File: config.mk
export PLATFORM = sky130hd
export DESIGN_NAME = dot_product_engine
export DESIGN_NICKNAME = d
export VERILOG_FILES = /design/src/rtl/dot_product_engine.sv
export SDC_FILE = /design/constraint.sdc
export NUM_CORES = 1
export LEC_CHECK = 0
export BUFFER_PORTS_ARGS = -buffer_cell sky130_fd_sc_hd__buf_2
export CAP_MARGIN = 20
export CELL_PAD_IN_SITES_DETAIL_PLACEMENT = 1
export CELL_PAD_IN_SITES_GLOBAL_PLACEMENT = 2
export CORE_UTILIZATION = 43
export CTS_BUF_LIST = sky130_fd_sc_hd__clkbuf_8
export CTS_CLUSTER_DIAMETER = 40
export DETAILED_ROUTE_END_ITERATION = 6
export PLACE_DENSITY = 0.85
export SYNTH_ARGS = -nofsm -noshare
export SYNTH_HDL_FRONTEND = slang
export SYNTH_SLANG_ARGS = --single-unit
File: constraint.sdc
create_clock -name clk -period 8.5 [get_ports clk]
set_input_delay 1.7 -clock clk [delete_from_list [all_inputs] [get_ports clk]]
set_output_delay 1.7 -clock clk [all_outputs]
set_load 0.1 [all_outputs]
File: src/rtl/dot_product_engine.sv
// dot_product_engine: streaming VEC_LEN-element dot product with a two-stage multiply/accumulate pipeline
//   clk        rising-edge clock
//   rst        asynchronous active-low reset
//   start      begins a vector from IDLE (clears accumulator, count and sticky overflow)
//   in_valid   A/B carry a valid element pair
//   in_ready   engine takes a pair this cycle (ACCUM only, until VEC_LEN pairs are in)
//   A, B       operand elements (unsigned or two's complement per SIGNED)
//   out_valid  result/oflow valid, held until out_ready
//   out_ready  sink consumes the result
//   result     dot product after the overflow policy (zero or saturate per SAT)
//   oflow      accumulator left the OUT_W range at some point in the vector
//   busy       engine is in ACCUM, DRAIN or DONE
module dot_product_engine #(
    parameter int DATA_W  = 8,
    parameter int VEC_LEN = 4,
    parameter int ACC_W   = 32,
    parameter int OUT_W   = 16,
    parameter int SIGNED  = 0,
    parameter int SAT     = 0
) (
    input  logic              clk,
    input  logic              rst,
    input  logic              start,
    input  logic              in_valid,
    output logic              in_ready,
    input  logic [DATA_W-1:0] A,
    input  logic [DATA_W-1:0] B,
    output logic              out_valid,
    input  logic              out_ready,
    output logic [OUT_W-1:0]  result,
    output logic              oflow,
    output logic              busy
);
    localparam int PW = 2 * DATA_W;
    localparam int CW = $clog2(VEC_LEN + 1);
    localparam logic [CW-1:0] LAST = CW'(VEC_LEN - 1);

    typedef enum logic [1:0] {IDLE, ACCUM, DRAIN, DONE} state_t;

    state_t              state;
    logic [CW-1:0]       count;
    logic [PW-1:0]       prod;
    logic                prod_valid;
    logic [ACC_W-1:0]    acc;
    logic                sticky;
    logic signed [PW-1:0] mul_s;
    logic [PW-1:0]       mul_u;
    logic [PW-1:0]       mul;
    logic [ACC_W-1:0]    acc_next;
    logic                oflow_next;
    logic [OUT_W-1:0]    res_next;
    logic                accept;

    assign accept = in_valid & in_ready;
    assign busy   = state != IDLE;
    assign mul_s  = PW'($signed(A)) * PW'($signed(B));
    assign mul_u  = PW'(A) * PW'(B);
    assign mul    = SIGNED != 0 ? mul_s : mul_u;

    // product is sign- or zero-extended before joining the accumulator
    assign acc_next = acc + {{(ACC_W-PW){SIGNED != 0 && prod[PW-1]}}, prod};

    // signed range holds iff bits [ACC_W-1:OUT_W-1] are all copies of the sign
    assign oflow_next = sticky | (SIGNED != 0
        ? (acc_next[ACC_W-1:OUT_W-1] != '0 && acc_next[ACC_W-1:OUT_W-1] != '1)
        : acc_next[ACC_W-1:OUT_W] != '0);

    assign res_next = !oflow_next ? acc_next[OUT_W-1:0]
                    : SAT == 0    ? '0
                    : SIGNED == 0 ? '1
                    : acc_next[ACC_W-1] ? {1'b1, {(OUT_W-1){1'b0}}}
                    : {1'b0, {(OUT_W-1){1'b1}}};

    always_ff @(posedge clk or negedge rst) begin
        if (!rst) begin
            state      <= IDLE;
            count      <= '0;
            prod       <= '0;
            prod_valid <= 1'b0;
            acc        <= '0;
            sticky     <= 1'b0;
            in_ready   <= 1'b0;
            out_valid  <= 1'b0;
            result     <= '0;
            oflow      <= 1'b0;
        end else begin
            prod_valid <= accept;
            if (accept)
                prod <= mul;
            if (prod_valid) begin
                acc    <= acc_next;
                sticky <= oflow_next;
            end
            case (state)
                IDLE: if (start) begin
                    state    <= ACCUM;
                    in_ready <= 1'b1;
                    count    <= '0;
                    acc      <= '0;
                    sticky   <= 1'b0;
                end
                ACCUM: if (accept) begin
                    count <= count + 1'b1;
                    if (count == LAST) begin
                        in_ready <= 1'b0;
                        state    <= DRAIN;
                    end
                end
                // the last product is accumulated on this edge, so result/oflow use the next values
                DRAIN: begin
                    state     <= DONE;
                    out_valid <= 1'b1;
                    result    <= res_next;
                    oflow     <= oflow_next;
                end
                DONE: if (out_ready) begin
                    out_valid <= 1'b0;
                    state     <= IDLE;
                end
                default: state <= IDLE;
            endcase
        end
    end
endmodule

==> results.cfg <==
[finish]
layout_commonest_cell = nand2_1
final_nets = 862
antenna_cells = 0
multi_input_area_um2 = 4243
drive_gt1_share_pct = 9.055
regArea_um2 = 1852
fillerInstances = 1744
final_cell_mix = 78 x nand2_1, 74 x dfrtp_1, 69 x inv_1
instances_no_fill = 935
synthToLayoutAreaGrowth_pct = 9.325

[worst_setup_path]
cp.buffers_inverters = 5
slowest_delay_ns = 0.53
end_kind = register
crit_path_cell_trace = buf_2 -> and2_1 -> fa_1 -> inv_1 -> fa_1 -> inv_1 -> fa_1 -> inv_1 -> fa_1 -> inv_1 -> ha_1 -> a21boi_0 -> o211ai_1 -> nand2_1 -> a41o_1 -> o41ai_1 -> xnor2_1 -> o21ai_0
slowest_stage = fa_1
r2r_slack_ns = 4.22
start_kind = primary input
ff2ff_path_depth = 10
cp_data_arrival_time_ns = 6.03
crit_type = primary input to register
path_delay_family = adder cells
crit_required_ns = 8.72
rr_startpoint = prod[1]
timing.rr.end = oflow
path_max_fanout = 8

[min_path]
hp-start = prod[12]
hold_end = prod[12]
hp-class = register to register
worstHoldPathCells = 2

[clock_network]
cts_tree = done
hold_buffers = 0
numClockSinks = 74
htreeDepth = 3
path_clk_slew_ns = 0.09
cts_resized = 0
cts_setup_buffers = 0
clk_latency_ns = 0.37
clock_path_buffers = 2
cts_buffers = 9
cts_root_buffer = clkbuf_8

[timing]
hold_violations = 0
setup_violations = 0
max_slew_margin_pct = 33.10
layout_setup_ws_ns = 2.685
skew_ns = 0.01828
hold-worst-slack_ns = 0.4935
finalSetupTns_ns = 0
slew_violations = 0
finalCritPeriodShare_pct = 68.41
max_freq_mhz = 172.0
worst_pin_slew_ns = 1.004
post-route-min-period_ns = 5.815
grt_setup_unrepaired = false

[logic_synthesis]
ys_seq_area_share_pct = 28.63
synth.avg_cell_area_um2 = 9.020
synth.cell_area_um2 = 6467
synth_cell_types = 53
async_flop_share_pct = 100.0
synth_cells = 717
yosys_warnings = 0
syn_nets = 833
synth_flop_cell = dfrtp_1
synth_edf_count = 0
ys_seq_elements = 74

[floorplanning]
placeableCoreArea_um2 = 14590
pin_count = 41
start_util_pct = 44.33
die_w_um = 124.6
row_count = 44
dieArea_um2 = 15540
die_h_um = 124.6

[route]
antenna_left = 0
drtPass1Iterations = 4
vias = 5231
met2_wirelength_um = 8457
wl_per_cell_um = 17.95
drc_errors = 0
highest_layer = met4
met1_length_um = 7632
route.met3.wl_um = 330
wirelength_um = 16780
vias_per_cell = 5.595
drt_iter0_markers = 197

[run_status]
status = completed

[global_routing]
grt_pass1_wl_um = 28920
antenna_found_initial = 0
grt_max_degree = 75
gr-usage-all-layers_pct = 23.06
grt_overflow = 0
grt_pass1_vias = 5917

[placed_design]
dp_slack_ns = 2.234
portBuffers = 40
dp_cells = 919
hpwlAfterDp_um = 13140
gp_congestion = 0.8319

[power]
peakVddDrop_uv = 133.8
p_per_area_nw_per_um2 = 357.9
power.leakage_nw = 3.519

[flow_run]
drv_cap = 0
-- tightest hold or removal path, cell delays in order, from the launching register on --
cell,delay (ns)
dfrtp_1,0.35
nand2_1,0.05
o21ai_0,0.06
-- synth_stat cells (11+ instances only) --
| master | count | share of area (%) |
|---|---|---|
| ha_1 | 58 | 11 |
| a41o_1 | 14 | 2.2 |
| nand2_1 | 78 | 4.5 |
| and2_1 | 49 | 4.7 |
| nor3_1 | 14 | 1.1 |
| mux2i_1 | 19 | 2.9 |
| nand4_1 | 11 | 1.1 |
| fa_1 | 37 | 11 |
| clkbuf_1 | 15 | 0.87 |
| o21ai_0 | 31 | 2.4 |
| dfrtp_1 | 74 | 29 |
| nor2b_1 | 17 | 1.6 |
| xor2_1 | 12 | 1.6 |
| inv_1 | 69 | 4.0 |
| nor2_1 | 50 | 2.9 |
| xnor2_1 | 30 | 4.1 |
| nand3_1 | 14 | 1.1 |
| a21oi_1 | 30 | 2.3 |
-- through the flow --
step	util, %	total power, mW	cell area [um2]
2_1_floorplan	-	1.811	6467
3_3_place_gp	46.75	2.128	6820
3_5_place_dp	46.75	2.190	6820
4_1_cts	48.46	2.557	7071
5_1_grt	48.46	2.736	7071
6_report	48.46	2.530	7071
-- how the worst max path moves through the flow --
stage	startpoint	to	slack, ns	depth (start not counted)
finish	A[3]	prod[15]	2.68	18
CTS	A[3]	prod[15]	2.64	18
global route	B[4]	prod[15]	2.39	18
floorplan	A[3]	prod[15]	2.85	17
global placement	A[3]	prod[15]	2.47	18
detailed placement	A[3]	prod[15]	2.23	18
-- area by class of cell --
class	count	area share, %
clock inverters	6	1.593
repair buffers	44	3.291
well taps	184	3.256
inverters	70	3.716
clock buffers	10	1.947
multi-input cells	547	60.01
flip-flops and latches	74	26.19
-- cells by family (layout without fill, tap and decap cells) --
family,count (synthesis),in the layout,synth area share [%]
and+or+nand+nor,256,256,19.37
muxes,20,20,3.115
buffers and inverters,96,130,5.765
adders and majority gates,95,95,22.67
DFF,74,74,28.63
xor gates and xnor gates,42,42,5.688
AOI/OAI and AO/OA,134,134,14.76
-- power by group --
part	internal (mW)	leakage [nW]	switching, mW
combinational	0.539	2.44	1.08
sequential	0.477	0.947	0.0843
clock	0.204	0.127	0.145
-- sequential cells by signal (all words and copies together) (netlist names), 2 cells and up --
name,cells
acc,32
count,3
prod,16
result,16
state,2
-- routing by layer --
layer / vias to the layer above / global-route usage [%]
met5: - / 0
met2: 67 / 41.05
met1: 2625 / 28.61
li1: 2509 / -
met3: 30 / 2.792
met4: 0 / 8.009
Power figures use the tool's default switching activity.
